===== config.mk =====
export PLATFORM = sky130hd
export DESIGN_NAME = pifo_dequeue_ctrl_v0_1_flat
export DESIGN_NICKNAME = d
export VERILOG_FILES = /design/src/rtl/pifo_dequeue_ctrl_v0_1_if.sv /design/src/rtl/pifo_dequeue_ctrl_v0_1.sv /design/src/flat_wrapper.sv
export SDC_FILE = /design/constraint.sdc
export NUM_CORES = 1
export LEC_CHECK = 0
export BUFFER_PORTS_ARGS = -buffer_cell sky130_fd_sc_hd__buf_4
export CORE_MARGIN = 5
export CORE_UTILIZATION = 25
export CTS_CLUSTER_DIAMETER = 150
export DETAILED_ROUTE_END_ITERATION = 10
export MAX_ROUTING_LAYER = met4
export PLACE_DENSITY = 0.48
export SETUP_SLACK_MARGIN = 0.3
export SYNTH_ARGS = -nofsm -noshare
export SYNTH_HDL_FRONTEND = slang
export SYNTH_SLANG_ARGS = --single-unit

===== constraint.sdc =====
create_clock -name clk -period 1.3 [get_ports clk]
set_input_delay 0.065 -clock clk [delete_from_list [all_inputs] [get_ports clk]]
set_output_delay 0.065 -clock clk [all_outputs]
set_load 0.01 [all_outputs]

===== src/rtl/pifo_dequeue_ctrl_v0_1_if.sv =====
// AXI-stream output channel of the PIFO dequeue controller.
interface pifo_dequeue_ctrl_v0_1_if #(
  parameter int unsigned DATA_WIDTH = 31
);
  logic                  tvalid;
  logic                  tready;
  logic [DATA_WIDTH-1:0] tdata;

  modport master (output tvalid, output tdata, input tready);
  modport slave  (input tvalid, input tdata, output tready);
endinterface


===== src/rtl/pifo_dequeue_ctrl_v0_1.sv =====
// PIFO dequeue controller: pops the head atom into an AXI-stream register, or discards all entries on flush.
// Optional statistics counters are enabled by defining PIFO_DEQ_STATS_EN.
module pifo_dequeue_ctrl_v0_1 #(
  parameter int unsigned ELEMENT_WIDTH           = 32,
  parameter int unsigned ELEMENT_RANK_WIDTH      = 18,
  parameter int unsigned PIFO_INFO_ADDRESS_WIDTH = 12,
  parameter int unsigned CNT_WIDTH               = 32
) (
  input  logic                     clk,
  input  logic                     rstn,
  input  logic [ELEMENT_WIDTH-1:0] in_pifo_head,
  input  logic                     in_deq_enable,
  input  logic                     in_flush,
  output logic                     out_ctl_pop,
  output logic                     out_global_overflow_bit,
  output logic                     out_busy,
`ifdef PIFO_DEQ_STATS_EN
  output logic [CNT_WIDTH-1:0]     out_pop_count,
  output logic [CNT_WIDTH-1:0]     out_stall_count,
`endif
  pifo_dequeue_ctrl_v0_1_if.master m_axis
);

  localparam int unsigned VALID_BIT     = ELEMENT_WIDTH - 1;
  localparam int unsigned PAYLOAD_WIDTH = 1 + ELEMENT_RANK_WIDTH + PIFO_INFO_ADDRESS_WIDTH;
  localparam int unsigned OVF_BIT       = PAYLOAD_WIDTH - 1;

  typedef enum logic [0:0] {
    ST_RUN   = 1'b0,
    ST_FLUSH = 1'b1
  } state_t;

  state_t state;
  logic   head_valid;
  logic   slot_free;

  assign head_valid = in_pifo_head[VALID_BIT];
  assign slot_free  = ~m_axis.tvalid | m_axis.tready;
  assign out_busy   = rstn & (state == ST_FLUSH);

  // Pop strobe: flush drains the whole queue regardless of downstream backpressure.
  always_comb begin
    out_ctl_pop = 1'b0;
    if (rstn) begin
      if (state == ST_RUN) begin
        out_ctl_pop = head_valid & in_deq_enable & slot_free & ~in_flush;
      end else begin
        out_ctl_pop = head_valid;
      end
    end
  end

  // State, output register and overflow broadcast.
  always_ff @(posedge clk) begin
    if (!rstn) begin
      state                   <= ST_RUN;
      m_axis.tvalid           <= 1'b0;
      m_axis.tdata            <= '0;
      out_global_overflow_bit <= 1'b0;
    end else begin
      if (out_ctl_pop) begin
        out_global_overflow_bit <= in_pifo_head[OVF_BIT];
      end
      case (state)
        ST_RUN: begin
          if (out_ctl_pop) begin
            m_axis.tdata  <= in_pifo_head[PAYLOAD_WIDTH-1:0];
            m_axis.tvalid <= 1'b1;
          end else if (m_axis.tready) begin
            m_axis.tvalid <= 1'b0;
          end
          if (in_flush) begin
            state <= ST_FLUSH;
          end
        end
        ST_FLUSH: begin
          // Held element is dropped along with everything popped while draining.
          m_axis.tvalid <= 1'b0;
          if (!head_valid) begin
            state <= ST_RUN;
          end
        end
        default: state <= ST_RUN;
      endcase
    end
  end

`ifdef PIFO_DEQ_STATS_EN
  // Pop and backpressure statistics, wrapping at 2^CNT_WIDTH.
  always_ff @(posedge clk) begin
    if (!rstn) begin
      out_pop_count   <= '0;
      out_stall_count <= '0;
    end else begin
      if (out_ctl_pop) begin
        out_pop_count <= out_pop_count + CNT_WIDTH'(1);
      end
      if (m_axis.tvalid & ~m_axis.tready) begin
        out_stall_count <= out_stall_count + CNT_WIDTH'(1);
      end
    end
  end
`endif

endmodule


===== src/flat_wrapper.sv =====
// flat-port wrapper written by rule: the top's interface ports become plain ports
module pifo_dequeue_ctrl_v0_1_flat 
#(
  parameter int unsigned ELEMENT_WIDTH           = 32,
  parameter int unsigned ELEMENT_RANK_WIDTH      = 18,
  parameter int unsigned PIFO_INFO_ADDRESS_WIDTH = 12,
  parameter int unsigned CNT_WIDTH               = 32
)
  (clk, rstn, in_pifo_head, in_deq_enable, in_flush, out_ctl_pop, out_global_overflow_bit, out_busy, m_axis_tvalid, m_axis_tdata, m_axis_tready);
  pifo_dequeue_ctrl_v0_1_if #(.DATA_WIDTH((31))) m_axis_i ();
  input  logic clk;
  input  logic rstn;
  input  logic [ELEMENT_WIDTH-1:0] in_pifo_head;
  input  logic in_deq_enable;
  input  logic in_flush;
  output logic out_ctl_pop;
  output logic out_global_overflow_bit;
  output logic out_busy;
  output wire logic [$bits(m_axis_i.tvalid)-1:0] m_axis_tvalid;
  output wire logic [$bits(m_axis_i.tdata)-1:0] m_axis_tdata;
  input wire logic [$bits(m_axis_i.tready)-1:0] m_axis_tready;
  assign m_axis_tvalid = m_axis_i.tvalid;
  assign m_axis_tdata = m_axis_i.tdata;
  assign m_axis_i.tready = m_axis_tready;
  pifo_dequeue_ctrl_v0_1 #(.ELEMENT_WIDTH(ELEMENT_WIDTH), .ELEMENT_RANK_WIDTH(ELEMENT_RANK_WIDTH), .PIFO_INFO_ADDRESS_WIDTH(PIFO_INFO_ADDRESS_WIDTH), .CNT_WIDTH(CNT_WIDTH)) u_core (.clk(clk), .rstn(rstn), .in_pifo_head(in_pifo_head), .in_deq_enable(in_deq_enable), .in_flush(in_flush), .out_ctl_pop(out_ctl_pop), .out_global_overflow_bit(out_global_overflow_bit), .out_busy(out_busy), .m_axis(m_axis_i));
endmodule

Word-level counts from Yosys, hierarchy flattened
Index checks and enable logic that the tools add are counted.
W data, S select, Z words.
{"block": "totals", "latchBits": 0, "ram_bits": 0, "input_bits": 37, "word_cells": 22, "output_inout_bits": 35, "romBits": 0, "register_bits": 34, "n_memories": 0}
{"block": "classes", "eq_ne": 1, "n_mul": 0, "n_bitwise": 8, "reduce_logical": 1, "add_sub_neg": 0, "magnitude_cmp": 0, "shifts": 0, "n_mux": 8, "n_div": 0}
{"cell": "$mux W1", "n": 6}
{"cell": "$and A1 B1 Y1", "n": 4}
{"cell": "$pmux W1 S2", "n": 2}
{"cell": "$ne A3 B3 Y1 const B", "n": 1}
{"cell": "$not A1 Y1", "n": 3}
{"cell": "$reduce_and A2 Y1", "n": 1}
{"cell": "$or A1 B1 Y1", "n": 1}

Longest topological paths before layout
Gate-level depths: netlist (run 1).
{"block": "depth", "depth_word": 8, "mapped_depth": 5, "depth_no_buf": 3}

Least setup slack after synthesis (run 1)
OpenSTA, ideal clock, no wires.
{"block": "synth_timing", "path_type": "register -> register", "startpoint": "reg u_core.m_axis.tvalid", "endpoint": "reg u_core.m_axis.tdata[0]", "n_path_buf": 1, "arrival_ns": 1.166, "synth_period_minus_slack_ns": 1.237, "slack_ns": 0.063, "setup_time_ns": 0.072, "stages_incl_launch_ff": 5, "required_time_ns": 1.228, "cell_sequence": "dfxtp_1 > nand2b_1 > nor3b_4 > buf_8 > mux2i_1"}
{"block": "synth_via", "elab_chain_len": 7}
{"element": "start, declared", "line": "pifo_dequeue_ctrl_v0_1_if.sv:9", "source": "modport master (output tvalid, output tdata, input tready);"}
{"element": "start signal, assigned", "line": "pifo_dequeue_ctrl_v0_1.sv:57", "source": "m_axis.tvalid <= 1'b0;"}
{"element": "start signal, assigned", "line": "pifo_dequeue_ctrl_v0_1.sv:68", "source": "m_axis.tvalid <= 1'b1;"}
{"element": "start signal, assigned", "line": "pifo_dequeue_ctrl_v0_1.sv:70", "source": "m_axis.tvalid <= 1'b0;"}
{"element": "$not A1 Y1", "line": "pifo_dequeue_ctrl_v0_1.sv:38", "source": "assign slot_free = ~m_axis.tvalid | m_axis.tready;"}
{"element": "$or A1 B1 Y1", "line": "pifo_dequeue_ctrl_v0_1.sv:38"}
{"element": "$and A1 B1 Y1 (2 in series)", "line": "pifo_dequeue_ctrl_v0_1.sv:46", "source": "out_ctl_pop = head_valid & in_deq_enable & slot_free & ~in_flush;"}
{"element": "$mux W1", "line": "pifo_dequeue_ctrl_v0_1.sv:45", "source": "if (state == ST_RUN) begin"}
{"element": "$mux W1", "line": "pifo_dequeue_ctrl_v0_1.sv:44", "source": "if (rstn) begin"}
{"element": "$reduce_and A2 Y1 (no source line)"}
{"element": "end signal, assigned", "line": "pifo_dequeue_ctrl_v0_1.sv:67", "source": "m_axis.tdata <= in_pifo_head[PAYLOAD_WIDTH-1:0];"}
{"element": "end, declared", "line": "pifo_dequeue_ctrl_v0_1_if.sv:9"}
No other way between the ends.
A chain may end at the register's enable or synchronous reset.

Final worst setup path (run 1)
{"block": "layout_timing", "startpoint": "reg u_core.m_axis.tvalid", "endpoint": "reg u_core.m_axis.tdata[27]"}
The elaborated chain is that of the path after synthesis.

==> summary.txt, run 1 <==
# fillers = 596
area of the multi-input gates = 689.4 sq um
crit-path max FO = 8
DRC Markers = 0
Final Power = 0.002339 W
RSZ-0062 raised after global routing = true
Die Height = 85.83 um
Ys Warns = 0
WHS Path Cells = 3
synthesized cell area = 1438 sq um
Post-Route Setup TNS = 0 ns
CTS max path bufs = 2
Remaining Overflow, GRT = 0
clock latency on the worst-skew pair = 0.27 ns
Yosys cell types = 19
final WL = 3.389 mm
fmax = 810.7 MHz
Seq/Total Area, Yosys = 0.4735
average vias per placed instance = 4.079
pwr dens = 1060 nW/um^2
period utilisation layout = 0.9488
Die X = 85.83 um
Max Transition Viols Final = 0
CTS tree = done
remaining antenna violation count = 0
share of cells above drive strength 1 = 0.3922
Antenna Cells = 0
Nets = 268
placer congestion estimate = 0.6727
Area Overhead vs Synth = 53.53%
H-tree depth = 2
final hold violations = 0
first-pass GRT wire length = 5.354 mm
die area = 7367 sq um
root buffer cell = clkbuf_8
hold slack = 0.04147 ns
Setup-failing EPs final = 0
Rel. slew slack = 0.7924
Post-Syn Area per Cell = 9.157 sq um
final clock skew = 0.004460 ns
DR WL/cell = 11.15 um
CORE AREA = 5540 sq um
routed vias = 1,240
# clock sinks = 34
# hold bufs at CTS = 0
crit start category = register
crit path capture type = register
Yosys reg bits = 34
fin crit period = 1.233 ns
Worst-path clk slew = 0.07 ns
Port-buffer cells = 71
DRT iter0 DRCs = 28
Reg area = 685.7 sq um
status = completed
hpwl dp = 2.491 mm
final setup margin = 0.06653 ns
syn_nets = 194
FF-to-FF path depth = 5
dpl ws = 0.09723 ns
cells after synthesis = 157
CP Data Required Time = 1.51 ns
initial antenna violation count = 0
CP Class = register to register
post-route design area = 2207 sq um
Leak = 0.9712 nW
largest net degree at the start of global routing = 33
Rows = 27
CTS buffer count = 5
Hold Crit Class = input port to register
GRT Overall Usage = 0.09266
I/O pin cnt = 72
worst endpoint data arrival time = 1.44 ns
DP Area = 2047 sq um
vias in the first global route = 1,194
starting density of the core = 0.2595
max cap viols = 0
TritonRoute pass-1 iters = 4
worst vdd rail ir drop = 581.4 uV
Worst Tran Pin Value = 0.3115 ns
[where the power goes]
group / internal (W) / leakage, nW / switching (W)
clock: 0.000573 / 0.0524 / 0.000349
combinational: 0.000185 / 0.642 / 0.000132
sequential: 0.00108 / 0.277 / 0.0000231
[area by class of cell]
class,instances,share of cell area
clock buffer,7,0.03458
clock inverter,1,0.01361
multi-input combinational,112,0.3124
sequential,34,0.3107
tap,72,0.04082
timing repair buffer,78,0.2880
[kinds of logic (layout without fill, tap and decap cells)]
logic type | after synthesis | after routing | synth area share
simple gates | 77 | 77 | 0.2393
mux | 32 | 32 | 0.2228
buf+inv | 11 | 86 | 0.05396
flops | 34 | 34 | 0.4735
compound gates | 3 | 3 | 0.01044
[path summary, 6_finish.rpt]
kind | to | slack, ns | startpoint
max | u_core.m_axis.tdata[27] | 0.07 | u_core.m_axis.tvalid
min | u_core.m_axis.tdata[28] | 0.04 | in_pifo_head[28]
max reg2reg | u_core.m_axis.tdata[27] | 0.07 | u_core.m_axis.tvalid
min reg2reg | u_core.m_axis.tdata[0] | 0.46 | u_core.m_axis.tdata[0]
[routing by layer]
metal / global-route usage / share of wire / vias up / wire, um
met1: 0.1120 / 0.48 / 540 / 1621
met4: 0.03022 / 0.0047 / 0 / 16
met2: 0.1398 / 0.44 / 41 / 1500
li1: - / - / 657 / -
met3: 0.03842 / 0.074 / 2 / 250
met5: - / 0 / - / 0
[critical path: stages (launching register included)]
cell and delay [ns]:
dfxtp_2 0.33, nand2b_4 0.08, nor3b_4 0.26, buf_6 0.16
clkbuf_16 0.16, mux2i_1 0.17
[placed cells by master, fill, tap and decap left out, types with 3 or more instances in the layout]
cell      instances
clkbuf_8          5
nand2_1          63
a21oi_1           3
dfxtp_1          32
buf_4            73
mux2i_1          32
[timing repair]
action                                 in CTS  in global routing
endpoints found under the hold margin       0                  0
setup endpoints to repair                  33                 33
resized for setup                           2                  3
buffers inserted                            0                  2
gates cloned                                0                  1
[state kept, by name (all words and copies together), names as in the netlist]
register,count
u_core.state,1
u_core.m_axis.tvalid,1
u_core.out_global_overflow_bit,1
u_core.m_axis.tdata,31
[stage by stage]
step / instances / util
after floorplan: 157 / -
after global placement: 293 / 0.3695
after detailed placement: 293 / 0.3695
after CTS: 301 / 0.3893
after global routing: 304 / 0.3984
final: 304 / 0.3984
[cell usage after synthesis]
master | number | area [sq um]
nor3b_4 | 1 | 18.77
buf_2 | 2 | 10.01
mux2i_1 | 32 | 320.3
buf_1 | 3 | 11.26
and3_2 | 1 | 7.510
nor2b_1 | 1 | 6.260
nand4b_1 | 1 | 8.760
buf_8 | 3 | 45.04
nand3_1 | 2 | 10.01
and2b_1 | 1 | 7.510
nor2_1 | 1 | 3.750
nand2_1 | 63 | 236.5
nand3b_1 | 2 | 15.01
and2_1 | 1 | 6.260
clkbuf_1 | 3 | 11.26
nand3b_2 | 1 | 11.26
nand2b_1 | 2 | 12.51
dfxtp_1 | 34 | 680.7
a21oi_1 | 3 | 15.01
Note: power is estimated with default switching activity, not from simulation.
==> inputs of run 2 (changes only) <==
CORE_ASPECT_RATIO = 0.8   (was not set)
==> run 2 against run 1 <==
Against the previous run: global-route usage rose by 0.81 points; final cell count increased by 3.0%; sequential power about the same; non-clock buffer count up 4; clock power down 23%; largest power group unchanged; first-iteration DRC count grew 11%; combinational power increased by 11%; fmax rose by 3.4%; utilization rose by 1.1 points; design area is 2.6% higher; critical path depth is the same; via count is 3.2% higher.
==> summary.txt, run 2 (synthesized netlist as in run 1, its figures left out) <==
status = completed (unchanged)
Die Height = 77.83 um (was 85.83 um)
pwr dens = 955.0 nW/um^2 (was 1060 nW/um^2)
final WL = 3.854 mm (was 3.389 mm)
worst vdd rail ir drop = 336.6 uV (was 581.4 uV)
CP Data Required Time = 1.50 ns (was 1.51 ns)
critical path's largest stage delay = 0.33 ns (about the same)
Rel. slew slack = 0.8144 (was 0.7924)
fmax = 838.2 MHz (was 810.7 MHz)
most frequent cells in the layout = buf_4, nand2_1, dfxtp_1 (was buf_4, nand2_1, mux2i_1, dfxtp_1, clkbuf_8)
average vias per placed instance = 4.089 (was 4.079)
Nets = 272 (was 268)
CORE AREA = 5525 sq um (was 5540 sq um)
worst endpoint data arrival time = 1.39 ns (was 1.44 ns)
WHS Path Cells = 3 (unchanged)
max FFs per register = 31 (unchanged)
Worst-path clk slew = 0.07 ns (about the same)
Layout Cells excl Fill = 313 (was 304)
final hold violations = 0 (unchanged)
Remaining Overflow, GRT = 0 (unchanged)
clock latency on the worst-skew pair = 0.27 ns (about the same)
crit-path cells = nand2b_4 > nor3b_4 > buf_6 > buf_12 > mux2i_2 (was nand2b_4 > nor3b_4 > buf_6 > clkbuf_16 > mux2i_1)
CTS buffer count = 5 (unchanged)
max cap viols = 0 (unchanged)
die area = 7376 sq um (was 7367 sq um)
Die X = 94.78 um (was 85.83 um)
FF-to-FF path depth = 5 (unchanged)
vias in the first global route = 1,216 (was 1,194)
Rows = 24 (was 27)
Worst Tran Pin Value = 0.2784 ns (was 0.3115 ns)
Area Overhead vs Synth = 57.53% (was 53.53%)
CP Class = register to register (unchanged)
Setup-failing EPs final = 0 (unchanged)
CP top delay family = flip-flops (was simple AND/OR/NAND/NOR gates)
root buffer cell = clkbuf_8 (unchanged)
initial antenna violation count = 0 (unchanged)
fin crit period = 1.193 ns (was 1.233 ns)
crit start category = register (unchanged)
post-route design area = 2265 sq um (was 2207 sq um)
first-pass GRT wire length = 5.692 mm (was 5.354 mm)
routed vias = 1,280 (was 1,240)
I/O pin cnt = 72 (unchanged)
Antenna Cells = 0 (unchanged)
Max Transition Viols Final = 0 (unchanged)
CTS tree = done (unchanged)
GRT Overall Usage = 0.1007 (was 0.09266)
DRC Markers = 0 (unchanged)
final clock skew = 0.006309 ns (was 0.004460 ns)
TritonRoute pass-1 iters = 4 (unchanged)
H-tree depth = 2 (unchanged)
Reg2Reg Setup Slack = 0.11 ns (was 0.07 ns)
CTS max path bufs = 2 (unchanged)
DRT iter0 DRCs = 31 (was 28)
Inst Count DP = 299 (was 293)
Critical R2R Launch = u_core.m_axis.tvalid (unchanged)
period utilisation layout = 0.9177 (was 0.9488)
hpwl dp = 2.597 mm (was 2.491 mm)
Most flops, register = u_core.m_axis.tdata (unchanged)
most common cell after layout, fill and taps aside = buf_4 (unchanged)
placer congestion estimate = 0.6788 (was 0.6727)
# clock sinks = 34 (unchanged)
remaining antenna violation count = 0 (unchanged)
# hold bufs at CTS = 0 (unchanged)
Crit-path slowest cell = dfxtp_2 (unchanged)
min-delay src = in_pifo_head[19] (was in_pifo_head[28])
Post-Route Setup TNS = 0 ns (unchanged)
starting density of the core = 0.2602 (was 0.2595)
crit path capture type = register (unchanged)
share of cells above drive strength 1 = 0.4043 (was 0.3922)
DR WL/cell = 12.31 um (was 11.15 um)
Hold Crit Class = input port to register (unchanged)
r2r endpoint = u_core.m_axis.tdata[24] (was u_core.m_axis.tdata[27])
largest net degree at the start of global routing = 30 (was 33)
CP bufs+invs = 2 (unchanged)
Port-buffer cells = 71 (unchanged)
DP Area = 2054 sq um (was 2047 sq um)
Leak = 0.9954 nW (was 0.9712 nW)
crit-path max FO = 8 (unchanged)
worst hold endpoint = u_core.m_axis.tdata[19] (was u_core.m_axis.tdata[28])
RSZ-0062 raised after global routing = true (unchanged)
## run 2: report_power, final
part	total (W)	switching (W)	internal, W
Sequential	0.00110	0.0000212	0.00108
Clock	0.000712	0.000343	0.000368
Combinational	0.000351	0.000144	0.000207
Total	0.00216	0.000509	0.00165
## run 2: worst max-delay path by stage
stage | start | to | slack (ns) | depth (start not counted)
after floorplan | u_core.m_axis.tvalid | u_core.m_axis.tdata[0] | 0.13 | 4
after global placement | in_flush | u_core.m_axis.tdata[2] | 0.10 | 5
after detailed placement | in_flush | u_core.m_axis.tdata[24] | 0.07 | 5
after CTS | u_core.m_axis.tvalid | u_core.m_axis.tdata[24] | 0.1 | 5
after global routing | u_core.m_axis.tvalid | u_core.m_axis.tdata[24] | 0.04 | 5
final | u_core.m_axis.tvalid | u_core.m_axis.tdata[24] | 0.11 | 5
## run 2: tightest hold or removal path: stages
cell     delay [ns]
buf_4          0.11
nand2_1        0.04
mux2i_1        0.05
## run 2: routing by layer
| layer | vias to the layer above | track usage | share of wire |
|---|---|---|---|
| met2 | 42 | 0.1464 | 0.44 |
| met1 | 572 | 0.1266 | 0.45 |
| li1 | 664 | - | - |
| met5 | - | - | 0 |
| met4 | 0 | 0.02594 | 0.0026 |
| met3 | 2 | 0.04545 | 0.10 |
## run 2: layout make-up
class	instances	area, sq um
clock buffer	7	76.32
fill	608	3261
sequential	34	683.2
timing repair buffer	82	714.4
tap	78	97.59
multi-input combinational	112	693.2
## run 2: stage by stage
stage	setup WS, ns	utilization	hold WS [ns]	total power [W]
2_1_floorplan	0.1340	-	0.2071	0.001269
3_3_place_gp	0.1047	0.3718	0.3263	0.001439
3_5_place_dp	0.07055	0.3718	0.3297	0.001440
4_1_cts	0.09829	0.3967	0.03102	0.002189
5_1_grt	0.03985	0.4099	0.03289	0.002290
6_report	0.1070	0.4099	0.04208	0.002163
## run 2: repair_timing
action                                  in CTS  in global routing
resized for setup                            5                  4
pin swaps                                    0                  1
endpoints found under the setup margin      33                 34
buffers inserted                             3                  1
cloned                                       1                  2
==> inputs of run 3 (changes only) <==
CELL_PAD_IN_SITES_DETAIL_PLACEMENT = 1   (was not set)
CELL_PAD_IN_SITES_GLOBAL_PLACEMENT = 2   (was not set)
PLACE_DENSITY = 0.78   (was 0.48)
==> run 3 against run 2 <==
Against the previous run: clock power grew 9.1%; die area is the same; total power grew 3.5%; via count grew 2.5%; setup slack lost 0.061 ns; fmax shrank 4.8%; non-clock buffer count grew 2; highest routed layer unchanged; sequential power is essentially flat; design area grew 1.2%.
==> summary.txt, run 3 (synthesized netlist as in run 1, its figures left out) <==
CP top delay family = buffers and inverters (was flip-flops)
remaining antenna violation count = 0 (unchanged)
largest net degree at the start of global routing = 34 (was 30)
share of cells above drive strength 1 = 0.4110 (was 0.4043)
CP Class = register to register (unchanged)
CP bufs+invs = 3 (was 2)
Reg2Reg Setup Slack = 0.05 ns (was 0.11 ns)
status = completed (unchanged)
post-route design area = 2291 sq um (was 2265 sq um)
vias in the first global route = 1,429 (was 1,216)
Antenna Cells = 0 (unchanged)
most frequent cells in the layout = buf_4, nand2_1, mux2i_1, dfxtp_1, clkbuf_8 (was buf_4, nand2_1, dfxtp_1)
worst hold endpoint = u_core.m_axis.tdata[27] (was u_core.m_axis.tdata[19])
H-tree depth = 2 (unchanged)
CTS buffer count = 5 (unchanged)
TritonRoute pass-1 iters = 4 (unchanged)
Leak = 1.010 nW (was 0.9954 nW)
first-pass GRT wire length = 6.927 mm (was 5.692 mm)
most common cell after layout, fill and taps aside = buf_4 (unchanged)
crit-path max FO = 8 (unchanged)
pwr dens = 977.2 nW/um^2 (was 955.0 nW/um^2)
Die X = 94.78 um (unchanged)
worst endpoint data arrival time = 1.47 ns (was 1.39 ns)
crit path capture type = register (unchanged)
Nets = 274 (was 272)
average vias per placed instance = 4.178 (was 4.089)
Rows = 24 (unchanged)
Worst Tran Pin Value = 0.2312 ns (was 0.2784 ns)
Port-buffer cells = 71 (unchanged)
CORE AREA = 5525 sq um (unchanged)
min-delay src = in_pifo_head[27] (was in_pifo_head[19])
die area = 7376 sq um (unchanged)
# fillers = 667 (was 608)
clock latency on the worst-skew pair = 0.29 ns (was 0.27 ns)
Setup-failing EPs final = 0 (unchanged)
WHS Path Cells = 3 (unchanged)
GRT Overall Usage = 0.1257 (was 0.1007)
CTS max path bufs = 2 (unchanged)
Most flops, register = u_core.m_axis.tdata (unchanged)
max cap viols = 0 (unchanged)
# clock sinks = 34 (unchanged)
crit-path cells = nand2b_4 > nor3b_4 > buf_6 > buf_12 > buf_12 > mux2i_1 (was nand2b_4 > nor3b_4 > buf_6 > buf_12 > mux2i_2)
worst vdd rail ir drop = 398.3 uV (was 336.6 uV)
FF-to-FF path depth = 6 (was 5)
fmax = 797.7 MHz (was 838.2 MHz)
period utilisation layout = 0.9643 (was 0.9177)
Max Transition Viols Final = 0 (unchanged)
Post-Route Setup TNS = 0 ns (unchanged)
CP Data Required Time = 1.52 ns (was 1.50 ns)
DRC Markers = 0 (unchanged)
Crit-path slowest cell = dfxtp_2 (unchanged)
Critical R2R Launch = u_core.m_axis.tvalid (unchanged)
r2r endpoint = u_core.m_axis.tdata[28] (was u_core.m_axis.tdata[24])
Remaining Overflow, GRT = 0 (unchanged)
Hold Crit Class = input port to register (unchanged)
Worst path most repeated cell = buf_12
Die Height = 77.83 um (unchanged)
I/O pin cnt = 72 (unchanged)
Worst-path clk slew = 0.06 ns (was 0.07 ns)
fin crit period = 1.254 ns (was 1.193 ns)
max FFs per register = 31 (unchanged)
root buffer cell = clkbuf_8 (unchanged)
Area Overhead vs Synth = 59.36% (was 57.53%)
final hold violations = 0 (unchanged)
Rel. slew slack = 0.8459 (was 0.8144)
placer congestion estimate = 0.6783 (was 0.6788)
routed vias = 1,312 (was 1,280)
hpwl dp = 2.845 mm (was 2.597 mm)
DRT iter0 DRCs = 56 (was 31)
final clock skew = 0.001541 ns (was 0.006309 ns)
DP Area = 2054 sq um (unchanged)
CTS tree = done (unchanged)
initial antenna violation count = 0 (unchanged)
RSZ-0062 raised after global routing = true (unchanged)
final WL = 4.230 mm (was 3.854 mm)
starting density of the core = 0.2602 (unchanged)
DR WL/cell = 13.47 um (was 12.31 um)
critical path's largest stage delay = 0.34 ns (was 0.33 ns)
crit start category = register (unchanged)
## run 3: where the power goes
| group | total [W] | switching, W | internal [W] |
|---|---|---|---|
| Combinational | 0.000361 | 0.000149 | 0.000212 |
| Sequential | 0.00110 | 0.0000229 | 0.00108 |
| Clock | 0.000777 | 0.000369 | 0.000408 |
| Total | 0.00224 | 0.000541 | 0.00170 |
## run 3: final cells by class
class	instances	area, sq um	share of cell area
timing repair buffer	84	735.7	0.3211
sequential	34	685.7	0.2993
multi-input combinational	112	689.4	0.3009
tap	78	97.59	0.04260
clock buffer	6	82.58	0.03605
## run 3: worst max-delay path by stage
stage | from | endpoint | slack (ns) | depth (start not counted)
floorplan | u_core.m_axis.tvalid | u_core.m_axis.tdata[0] | 0.13 | 4
global placement | in_flush | u_core.m_axis.tdata[6] | 0.11 | 5
detailed placement | in_flush | u_core.m_axis.tdata[12] | 0.05 | 5
CTS | u_core.m_axis.tvalid | u_core.m_axis.tdata[30] | 0.06 | 6
global route | u_core.m_axis.tvalid | u_core.m_axis.tdata[18] | -0.04 | 6
finish | u_core.m_axis.tvalid | u_core.m_axis.tdata[28] | 0.05 | 6
## run 3: repair_timing
action,CTS,global route
gates resized for setup,7,2
pin swaps,0,0
setup endpoints to repair,33,34
gates cloned,2,0
setup buffers,7,0
hold buffers,0,0
## run 3: worst min-delay path, cell delays in order
cell and delay [ns]:
buf_4 0.11, nand2_1 0.04, mux2i_1 0.05
## run 3: per-layer routing
layer / GRT usage / vias up / share of wire
met5: - / - / 0
met4: 0.05187 / 0 / 0.015
met3: 0.04159 / 5 / 0.079
met2: 0.1773 / 48 / 0.43
met1: 0.1636 / 594 / 0.47
li1: - / 665 / -
## run 3: per-stage QoR
stage	hold WS, ns	cells	setup WS [ns]	util	power [W]
after floorplan	0.2071	157	0.1340	-	0.001269
after global placement	0.3278	299	0.1104	0.3718	0.001441
after detailed placement	0.3309	299	0.04723	0.3718	0.001445
after CTS	0.01965	314	0.05599	0.4135	0.002276
after global routing	0.02084	314	-0.03854	0.4146	0.002350
final	0.02650	314	0.04646	0.4146	0.002239
